[src/rtl/branch_resolve_queue.sv]
// branch_resolve_queue: in-order FIFO of in-flight branch predictions.
// Pairs each resolution with the oldest entry and emits a registered
// training update (index, outcome, mispredict) one cycle later, and keeps
// saturating resolve/mispredict counters.
// Optional feature macro: BRQ_MISPRED_FLUSH_EN -- a mispredicting resolve
// also discards every younger (wrong-path) entry, including a same-cycle enqueue.
module branch_resolve_queue #(
  parameter int K     = 4,
  parameter int DEPTH = 4,
  parameter int CNT_W = 16
) (
  input  logic                     clk,
  input  logic                     reset,
  input  logic                     pred_valid,
  input  logic [K-1:0]             pred_index,
  input  logic                     pred_taken,
  output logic                     pred_ready,
  input  logic                     res_valid,
  input  logic                     res_taken,
  output logic                     upd_valid,
  output logic [K-1:0]             upd_index,
  output logic                     upd_outcome,
  output logic                     upd_mispredict,
  output logic [$clog2(DEPTH):0]   q_count,
  output logic [CNT_W-1:0]         total_cnt,
  output logic [CNT_W-1:0]         mispred_cnt,
  output logic                     orphan_err
);

  localparam int PW = $clog2(DEPTH);
  localparam int QW = $clog2(DEPTH) + 1;

  logic [K-1:0]     idx_mem [DEPTH];
  logic [DEPTH-1:0] tkn_mem;
  logic [PW-1:0]    head, tail;
  logic             full, enq, deq, mis, flush;
  logic [QW-1:0]    count_nxt;

  // Full blocks enqueue for the whole cycle, even if a pop happens too.
  assign full       = (q_count == QW'(DEPTH));
  assign pred_ready = ~full;
  assign enq        = pred_valid & ~full;
  // Resolve is judged on start-of-cycle occupancy: no bypass of a same-cycle enqueue.
  assign deq        = res_valid & (q_count != '0);
  assign mis        = tkn_mem[head] ^ res_taken;

`ifdef BRQ_MISPRED_FLUSH_EN
  assign flush = deq & mis;
`else
  assign flush = 1'b0;
`endif

  // Next occupancy: +1 on enqueue, -1 on pop, cleared by a wrong-path flush.
  always_comb begin
    count_nxt = q_count;
    if (enq && !deq)
      count_nxt = q_count + QW'(1);
    else if (deq && !enq)
      count_nxt = q_count - QW'(1);
    if (flush)
      count_nxt = '0;
  end

  // Entry storage; no reset needed since occupancy qualifies every read.
  always_ff @(posedge clk) begin
    if (enq) begin
      idx_mem[tail] <= pred_index;
      tkn_mem[tail] <= pred_taken;
    end
  end

  // Pointers and occupancy; pointers wrap naturally since DEPTH is a power of two.
  always_ff @(posedge clk or negedge reset) begin
    if (!reset) begin
      head    <= '0;
      tail    <= '0;
      q_count <= '0;
    end else begin
      q_count <= count_nxt;
      if (flush) begin
        head <= head + PW'(1);
        tail <= head + PW'(1);
      end else begin
        if (deq) head <= head + PW'(1);
        if (enq) tail <= tail + PW'(1);
      end
    end
  end

  // Registered update pulse; payload holds its last value while upd_valid is low.
  always_ff @(posedge clk or negedge reset) begin
    if (!reset) begin
      upd_valid      <= 1'b0;
      upd_index      <= '0;
      upd_outcome    <= 1'b0;
      upd_mispredict <= 1'b0;
    end else begin
      upd_valid <= deq;
      if (deq) begin
        upd_index      <= idx_mem[head];
        upd_outcome    <= res_taken;
        upd_mispredict <= mis;
      end
    end
  end

  // Saturating accuracy counters and the sticky orphan-resolve flag.
  always_ff @(posedge clk or negedge reset) begin
    if (!reset) begin
      total_cnt   <= '0;
      mispred_cnt <= '0;
      orphan_err  <= 1'b0;
    end else begin
      if (deq && total_cnt != '1)
        total_cnt <= total_cnt + CNT_W'(1);
      if (deq && mis && mispred_cnt != '1)
        mispred_cnt <= mispred_cnt + CNT_W'(1);
      if (res_valid && q_count == '0)
        orphan_err <= 1'b1;
    end
  end

endmodule

[config.mk]
export PLATFORM = sky130hd
export DESIGN_NAME = branch_resolve_queue
export DESIGN_NICKNAME = d
export VERILOG_FILES = /design/src/rtl/branch_resolve_queue.sv
export SDC_FILE = /design/constraint.sdc
export NUM_CORES = 1
export LEC_CHECK = 0
export ABC_AREA = 1
export CORE_MARGIN = 3
export CORE_UTILIZATION = 55
export DETAILED_ROUTE_END_ITERATION = 8
export DONT_BUFFER_PORTS = 1
export PLACE_DENSITY = 0.8
export SLEW_MARGIN = 25
export SYNTH_ARGS = -nofsm -noshare
export SYNTH_HDL_FRONTEND = slang
export SYNTH_SLANG_ARGS = --single-unit
[constraint.sdc]
create_clock -name clk -period 2.5 [get_ports clk]
set_clock_uncertainty 0.15 [all_clocks]
set_input_delay 0.125 -clock clk [delete_from_list [all_inputs] [get_ports clk]]
set_output_delay 0.125 -clock clk [all_outputs]
set_load 0.02 [all_outputs]
Word level (Yosys, flattened, before mapping) --
Memories as Yosys holds them, arrays and structs flattened. A register that Yosys moved wholly into a read port is not among the register bits. Cells that the tools add are included.
Word-level totals: register bits 47, bits in writable memories 16, bits of input ports 10, output and inout bits 44, word-level logic and storage cells 49, memories 1
Operators by class: $add $sub $neg 6, $lt $le $gt $ge 3, equal/unequal tests 3, multiplexer cells 9, bitwise gates (word level) 4, reduce and logical (&&, ||, !) cells 13
Memories:
- idx_mem | words 4, bits a word 4, rd ports 1, clocked after memory_dff 1, wr ports 1, RTL line 33 | logic [K-1:0] idx_mem [DEPTH];
Operator list (count):
- $add 16x1->16 const B | 2
- $ne 16x16->1 const B | 2
- $logic_and 1x1->1 | 7
- $lt 2x3->1 const B | 2
- $mux 3 | 2
- $add 2x1->2 const B | 2
- $bwmux 4 | 1
- $mux 1 | 4
- $add 3x1->3 const B | 1
- $eq 3x3->1 const B | 1
- $logic_not 1->1 | 3
- $logic_not 3->1 | 1
- $reduce_bool 3->1 | 1
- $sub 3x1->3 const B | 1
- $and 1x1->1 | 2
- $bmux 1 s2 | 1
- $demux 1 s2 | 1
- $ge 2x1->1 const B | 1
- $reduce_bool 2->1 | 1
- $not 1->1 | 1
- $xor 1x1->1 | 1

Depth between registers and ports, before layout --
Gate-level depths: netlist of the first run.
word-level depth 7, depth in mapped cells 11, gate-level depth less buffers 11

Worst setup path before layout of the first run --
OpenSTA, ideal clock, no wires.
path type flip-flop to flip-flop, start point reg q_count[0], end point reg q_count[2], library setup time 79 ps, data arrival time 2017 ps, required time 2271 ps, setup slack 254 ps, cell stages (with the launch flop) 12, path buffers 0, clock period less this slack 2246 ps, cell sequence dfrtp_1 > inv_1 > nand3_1 > nand2_1 > inv_1 > ha_1 > inv_1 > fa_1 > nor2_1 > nor2_1 > nand2_1 > xor2_1
On the way: longest elaborated chain between the ends 6, elaborated cells between the ends (all ways) 14, classes of those cells add/sub (2); eq/ne (1); mux (2); bitwise (3); reduce/logical (6)
RTL lines:
- start, declared | RTL line 24 | output logic [$clog2(DEPTH):0] q_count,
- start signal, assigned | RTL line 79 | q_count <= count_nxt;
- $eq 3x3->1 (*) | RTL line 40 | assign full = (q_count == QW'(DEPTH));
- $not 1->1 (*)
- named net pred_ready | RTL line 17 | output logic pred_ready,
- $and 1x1->1 (*) | RTL line 42 | assign enq = pred_valid & ~full;
- named net enq | RTL line 36 | logic full, enq, deq, mis, flush;
- $logic_not 1->1 | RTL line 58 | else if (deq && !enq)
- $logic_and 1x1->1 | RTL line 58
- $reduce_bool 2->1 (no source line)
The timed path passes the listed nets; every way through them passes the cells marked *. The select of a mux whose other input is x is not followed. A chain may end at the register's enable or synchronous reset.

Worst setup path in the final report of the first run --
start point reg q_count[1], end point reg q_count[2]
On the way: longest elaborated chain between the ends 6, elaborated cells between the ends (all ways) 14, classes of those cells add/sub (2); eq/ne (1); mux (2); bitwise (3); reduce/logical (6)
RTL lines (RTL line):
- $eq 3x3->1 (*) | 40
- $not 1->1 (*) | 42
- $and 1x1->1 (*) | 42
- named net enq | 36
- $logic_not 1->1 | 58
- $logic_and 1x1->1 | 58
- $reduce_bool 2->1 (no source line)
Marks and branches as above.

==> flow_summary.ini, run 1 <==
[power_and_ir_drop]
power.leakage_uw = 0.00179
ir_drop_uv = 686
pwr_density_cell_nw_per_um2 = 974

[setup_path]
crit_top_cell = inv_1
cp-end-kind = register
r2r-start = q_count[1]
required_ns = 2.61
critPathLaunchType = register
arrival_ns = 2.39
r2r_setup_slack_ns = 0.23
crit_fanout = 6
crit_type = reg2reg
path_cells = inv_1 > nand3_1 > nand2_1 > inv_1 > ha_1 > inv_1 > fa_1 > nor2_1 > nor2_1 > nand2_1 > xor2_1
crit_slowest_cell = dfrtp_1
reg2reg_depth = 11
reg2reg_to = q_count[2]
slowest_delay_ns = 0.51

[finish]
fin_nets = 455
multi_input_area_um2 = 1570
seqCellArea_um2 = 1780
design_area_um2 = 3920
drive_above_1_share_pct = 9.05
fill_cells = 505
antenna_cells = 0
area_growth_pct = 9.66
finalCoreUtilization_pct = 64.3

[status]
status = complete, no violations

[clock_tree]
cts_max_level = 3
clkTransAtPathRegs_ns = 0.07
clockBufferDepth = 2
cts_setup_buffers = 0
clk_latency_ns = 0.34
cts_tree = built
cts.sinks = 67
cts_buffers = 9
cts-root-buf = clkbuf_8

[sta]
slew_viol_final = 0
finalCritPeriodShare_pct = 91.0
hold_violations = 0
finalSetupViolations = 0
tightest_slew_ns = 0.532
period_minus_slack_ns = 2.27
maxSlewHeadroom_pct = 64.4
max_freq_ghz = 0.440
rsz0062_at_grt = false
setup_tns_ns = 0

[run]
max_cap_violations = 0

[place]
placed_area_um2 = 3610
hpwl_mm = 4.86
port-buffer-count = 0
gp_congestion = 0.837

[route]
drt_iter0_drc = 107
dr.pass1.iters = 5
post_drt_wl_per_cell_um = 13.7
wirelength_mm = 7.07
vias_per_cell = 5.30
ant_nets = 0
drc = 0
via_count = 2742

[synth]
syn_inst = 424
synth_area_um2 = 3570
yosysSeqAreaShare_pct = 49.7
synth_seq_cells = 67
yosys_warnings = 0
synth_nets = 442
ys_types = 32
synth.avg_cell_area_um2 = 8.43

[min_path]
hp-start = res_taken
worstHoldEndpoint = mispred_cnt[2]
hold_path_class = in2reg
hold_path_depth = 3

[floorplan]
die_w_um = 86.6
initial_core_util_pct = 58.6
fp-row-count = 28
die_h_um = 86.6
core_area_um2 = 6100
dieArea_um2 = 7500
ios = 54

[global_route]
grt_overflow = 0
grt_pass1_vias = 2612
grt_max_degree = 48
grt_first_pass_wirelength_mm = 12.0
antenna_found_initial = 0
gr-usage-all-layers_pct = 20.4
-- flip-flops by register name, summed over array words and instances (netlist names) --
signal / flops
idx_mem: 16
head: 2
upd_valid: 1
tail: 2
orphan_err: 1
upd_index: 4
total_cnt: 16
upd_outcome: 1
tkn_mem: 4
upd_mispredict: 1
q_count: 3
mispred_cnt: 16
-- logic make-up after synthesis --
| kind of cell | after synthesis | share of synthesized area (%) |
|---|---|---|
| compound gates | 28 | 4.55 |
| fa+ha+maj | 8 | 3.01 |
| flops | 67 | 49.7 |
| buf+inv | 53 | 6.44 |
| xor+xnor | 20 | 4.90 |
| simple gates | 248 | 31.4 |
-- Yosys cell counts --
cell type / count / share of area (%)
nor3_1: 1 / 0.14
dfrtp_1: 47 / 33
nand3b_1: 3 / 0.63
nand3_2: 7 / 2.0
buf_6: 2 / 0.63
inv_2: 3 / 0.31
nand4_4: 1 / 0.60
inv_4: 1 / 0.18
nor3_4: 1 / 0.46
buf_4: 2 / 0.42
inv_1: 40 / 4.2
xnor2_1: 10 / 2.5
fa_1: 1 / 0.56
nor2_2: 1 / 0.18
o21bai_1: 1 / 0.21
nand3_1: 19 / 2.7
o21ai_2: 1 / 0.25
xor2_1: 10 / 2.5
nand2_2: 3 / 0.53
nor2_4: 1 / 0.31
a31oi_1: 4 / 0.70
nand2_4: 2 / 0.63
o21ai_0: 20 / 2.8
nand4_1: 17 / 3.0
a21oi_1: 1 / 0.14
edfxtp_1: 20 / 17
nand2_1: 133 / 14
nor2_1: 58 / 6.1
buf_2: 5 / 0.70
a21oi_4: 1 / 0.46
ha_1: 7 / 2.5
nor3_2: 1 / 0.28
-- per-layer routing --
metal | track usage (%) | routed length [µm]
met1 | 24.8 | 3100
met2 | 33.3 | 3400
met3 | 6.27 | 455
met4 | 9.07 | 106
met5 | 0 | 0
-- worst max path at each step --
stage,start,to,slack (ns)
2_1_floorplan,q_count[0],q_count[2],0.25
3_3_place_gp,q_count[0],q_count[2],0.35
3_5_place_dp,q_count[0],q_count[2],0.18
4_1_cts,q_count[0],q_count[2],0.17
5_1_grt,q_count[1],q_count[2],0.006
6_report,q_count[1],q_count[2],0.23
-- area by class of cell --
cell class,count,share of cell area (%)
Timing Repair Buffer,11,3.19
Sequential cell,67,45.4
Clock inverter,5,1.44
Inverter,44,4.28
Tap cell,75,2.39
Clock buffer,11,3.35
Multi-Input combinational cell,304,40.0
-- cell usage in the layout, fill, tap and decap left out, types with 2 or more instances in the layout --
master	Yosys	routed
a31oi_1	4	4
clkbuf_1	0	2
clkbuf_8	0	9
clkinv_2	0	2
dfrtp_1	47	46
dlygate4sd3_1	0	9
edfxtp_1	20	20
ha_1	7	7
inv_1	40	40
inv_2	3	3
nand2_1	133	133
nand2_2	3	3
nand2_4	2	2
nand3_1	19	19
nand3_2	7	7
nand3b_1	3	3
nand4_1	17	17
nor2_1	58	58
o21ai_0	20	20
xnor2_1	10	10
xor2_1	10	10
-- through the flow --
step / std cells / setup slack (ns) / hold WS (ns) / total power, µW
detailed placement: 491 / 0.185 / -0.319 / 2960
CTS: 517 / 0.165 / 0.0613 / 3870
floorplan: 424 / 0.254 / -0.321 / 2730
finish: 517 / 0.225 / 0.0887 / 3820
global placement: 491 / 0.346 / -0.319 / 2890
global route: 517 / 0.00567 / 0.0934 / 4080
-- what timing repair did --
item / in CTS / in global routing
setup endpoints to repair: 0 / 1
endpoints found under the hold margin: 86 / 0
hold buffers: 10 / 0
resized for setup: 0 / 1
-- critical path: cells and delay by family, from the launching register on --
family,cells,cell delay (ns)
xor+xnor,1,0.16
fa+ha+maj,2,0.53
buf+inv,3,0.33
flops,1,0.51
simple gates,5,0.52
-- power breakdown --
| group | total, µW | switching (µW) | internal, µW |
|---|---|---|---|
| Sequential | 1940 | 529 | 1410 |
| Combinational | 1020 | 645 | 370 |
| Clock | 859 | 400 | 459 |
| Total | 3820 | 1570 | 2240 |
No activity file was read; power rests on OpenSTA's default activity.
==> run 2: changes to the inputs <==
--- a/config.mk
+++ b/config.mk
@@ -5,12 +5,11 @@
 export SDC_FILE = /design/constraint.sdc
 export NUM_CORES = 1
 export LEC_CHECK = 0
-export ABC_AREA = 1
 export CORE_MARGIN = 3
-export CORE_UTILIZATION = 55
+export CORE_UTILIZATION = 30
 export DETAILED_ROUTE_END_ITERATION = 8
 export DONT_BUFFER_PORTS = 1
-export PLACE_DENSITY = 0.8
+export PLACE_DENSITY = 0.54
 export SLEW_MARGIN = 25
 export SYNTH_ARGS = -nofsm -noshare
 export SYNTH_HDL_FRONTEND = slang
==> run 2 against run 1 <==
Clock power grew 6.5%. Synthesized area shrank 14%. Final area shrank 7.7%. Sequential cell count is the same. Count of clock-buffer cells in the layout grew 3. Utilization shrank 28 points. Cell count shrank 22%. Critical path depth shrank 3. Maximum frequency shrank 0.18%. Worst setup slack lost 0.0040 ns. Synthesized cell count shrank 44%. Die area grew 54%. Critical path type unchanged. Critical endpoint unchanged. Largest cell class unchanged. Highest routed layer unchanged.
==> flow_summary.ini, run 2 <==
[status]
status = complete, no violations

[clock_tree]
cts_tree = built
cts-root-buf = clkbuf_8
clockBufferDepth = 2
cts.sinks = 67
post_cts_resized = 0
cts_buffers = 9
cts_hold_buf = 10
cts_max_level = 3
clkTransAtPathRegs_ns = 0.07
cts_setup_buffers = 0
clk_latency_ns = 0.34

[sta]
finalSetupViolations = 0
maxSlewHeadroom_pct = 70.1
finalCritPeriodShare_pct = 91.2
rsz0062_at_grt = false
hold_violations = 0
max_freq_ghz = 0.439
tightest_slew_ns = 0.446
period_minus_slack_ns = 2.28
setup_tns_ns = 0
slew_viol_final = 0

[finish]
reg_top3 = idx_mem x16, mispred_cnt x16, total_cnt x16
final_cell_mix = dfrtp_1, nand2_1, xor2_1, edfxtp_1, nand3_1
fin_nets = 283
drive_above_1_share_pct = 15.2
area_growth_pct = 17.4
fill_cells = 943
antenna_cells = 0
layout_commonest_cell = dfrtp_1

[route]
ant_nets = 0
vias_per_cell = 4.89
drt_iter0_drc = 91
post_drt_wl_per_cell_um = 15.6
wirelength_mm = 6.29
drc = 0
dr.pass1.iters = 4
via_count = 1969

[min_path]
hold_path_class = in2reg

[power_and_ir_drop]
switching_share_pct = 36.8
power.total_uw = 3770
p_clk_share_pct = 24.3
power.leakage_uw = 0.00154
ir_drop_uv = 649
p_int_uw = 2380
netSwitchingPower_uw = 1390
seq_power_share_pct = 49.3
pwr_density_cell_nw_per_um2 = 1040
combPwrFrac_pct = 26.4

[synth]
synthFlopType = dfrtp_1
synth_most_common_cell = dfrtp_1
ys_types = 40
synth_nets = 256
syn_inst = 238
yosys.area.top_type = dfrtp_1
synthTopCellsByArea = dfrtp_1, edfxtp_1, xor2_1, mux4_1, xnor2_1
yosys_warnings = 0
synth.avg_cell_area_um2 = 12.9
synthArstFlopShare_pct = 70.1
yosysTopAreaCellShare_pct = 38.2
yosysSeqAreaShare_pct = 57.7
synth_area_um2 = 3080
synthTopCellsByCount = dfrtp_1, nand2_1, edfxtp_1, xor2_1, nand3_1
synth_seq_cells = 67
synth_edf_count = 20

[setup_path]
arrival_ns = 2.39
crit_fanout = 5
required_ns = 2.61
cp-end-kind = register
crit_type = reg2reg
critPathLaunchType = register

[global_route]
grt_max_degree = 48
gr-usage-all-layers_pct = 11.8
grt_first_pass_wirelength_mm = 10.6
grt_pass1_vias = 2063
grt_overflow = 0
antenna_found_initial = 0

[place]
gp_congestion = 0.833
hpwl_mm = 4.41
port-buffer-count = 0

[floorplan]
fp-row-count = 36
initial_core_util_pct = 31.2
die_w_um = 107
die_h_um = 107
dieArea_um2 = 11500
ios = 54
core_area_um2 = 9860

[run]
max_cap_violations = 0
run 2: cell count changes after synthesis, sizes merged, moves of 4 or more:
cell / change
a31oi: -4
mux4: +5
nand2: -114
o21ai: -19
nor2: -57
inv: -40
and3: +11
nand4: -10
nand3: -7
nor4: +15
xor2: +10
buf: -5
nor3: +4
mux2: +8
run 2: final timing paths:
kind	startpoint	endpoint	slack, ns	cells past startpoint
setup reg to reg	q_count[2]	q_count[2]	0.22	8
min in group asynchronous	reset	mispred_cnt[14]	0.14	2
hold reg to reg	tail[1]	tail[1]	0.44	1
setup / recovery	q_count[2]	q_count[2]	0.22	8
max in group asynchronous	reset	total_cnt[8]	1.83	2
hold / removal	pred_valid	idx_mem[2][3]	0.04	1
run 2: area by class of cell:
type	instances	area [µm²]	share of cell area, %
Multi-Input combinational cell	159	1240	34.3
Inverter	5	18.8	0.519
Tap cell	133	166	4.60
Clock inverter	2	35.0	0.969
Sequential cell	67	1780	49.1
Timing Repair Buffer	23	215	5.95
Clock buffer	14	163	4.50
run 2: power groups by stage:
stage	clock (µW)	combinational [µW]	sequential [µW]
CTS	944	1020	1870
global placement	0	958	1880
finish	915	997	1860
detailed placement	0	970	1890
global route	989	1130	1920
floorplan	0	717	1850
run 2: routing by layer:
metal	up-vias	global-route usage [%]	wire (µm)
met1	966	14.5	2640
met3	11	5.94	595
met5	-	0	0
li1	934	-	-
met4	0	4.33	119
met2	58	17.9	2930
run 2: cell families after synthesis:
logic type               Yosys count  share of synthesized area, %
AND/OR/NAND/NOR                   98                          18.0
flip-flops                        67                          57.7
XOR/XNOR                          32                          9.34
multiplexers                      13                          7.19
buffers and inverters             12                          1.99
AO/OA/AOI/OAI                      8                          2.27
adder cells (fa/ha/maj)            8                          3.49
run 2: metrics by stage:
| stage | area [µm²] | util, % | hold slack (ns) | std cells | setup slack (ns) |
|---|---|---|---|---|---|
| 2_1_floorplan | 3080 | - | -0.321 | 238 | 0.0128 |
| 3_3_place_gp | 3300 | 33.5 | -0.319 | 377 | 0.292 |
| 3_5_place_dp | 3300 | 33.5 | -0.319 | 377 | 0.233 |
| 4_1_cts | 3620 | 36.7 | 0.0308 | 403 | 0.221 |
| 5_1_grt | 3620 | 36.7 | 0.0345 | 403 | 0.00953 |
| 6_report | 3620 | 36.7 | 0.0441 | 403 | 0.221 |
run 2: critical path, cell delays in order, from the launching register on:
cell,delay [ns]
dfrtp_1,0.52
nand2_1,0.15
and2_0,0.24
ha_1,0.23
inv_1,0.06
fa_1,0.38
xor2_1,0.18
nor2_1,0.13
xor2_1,0.16
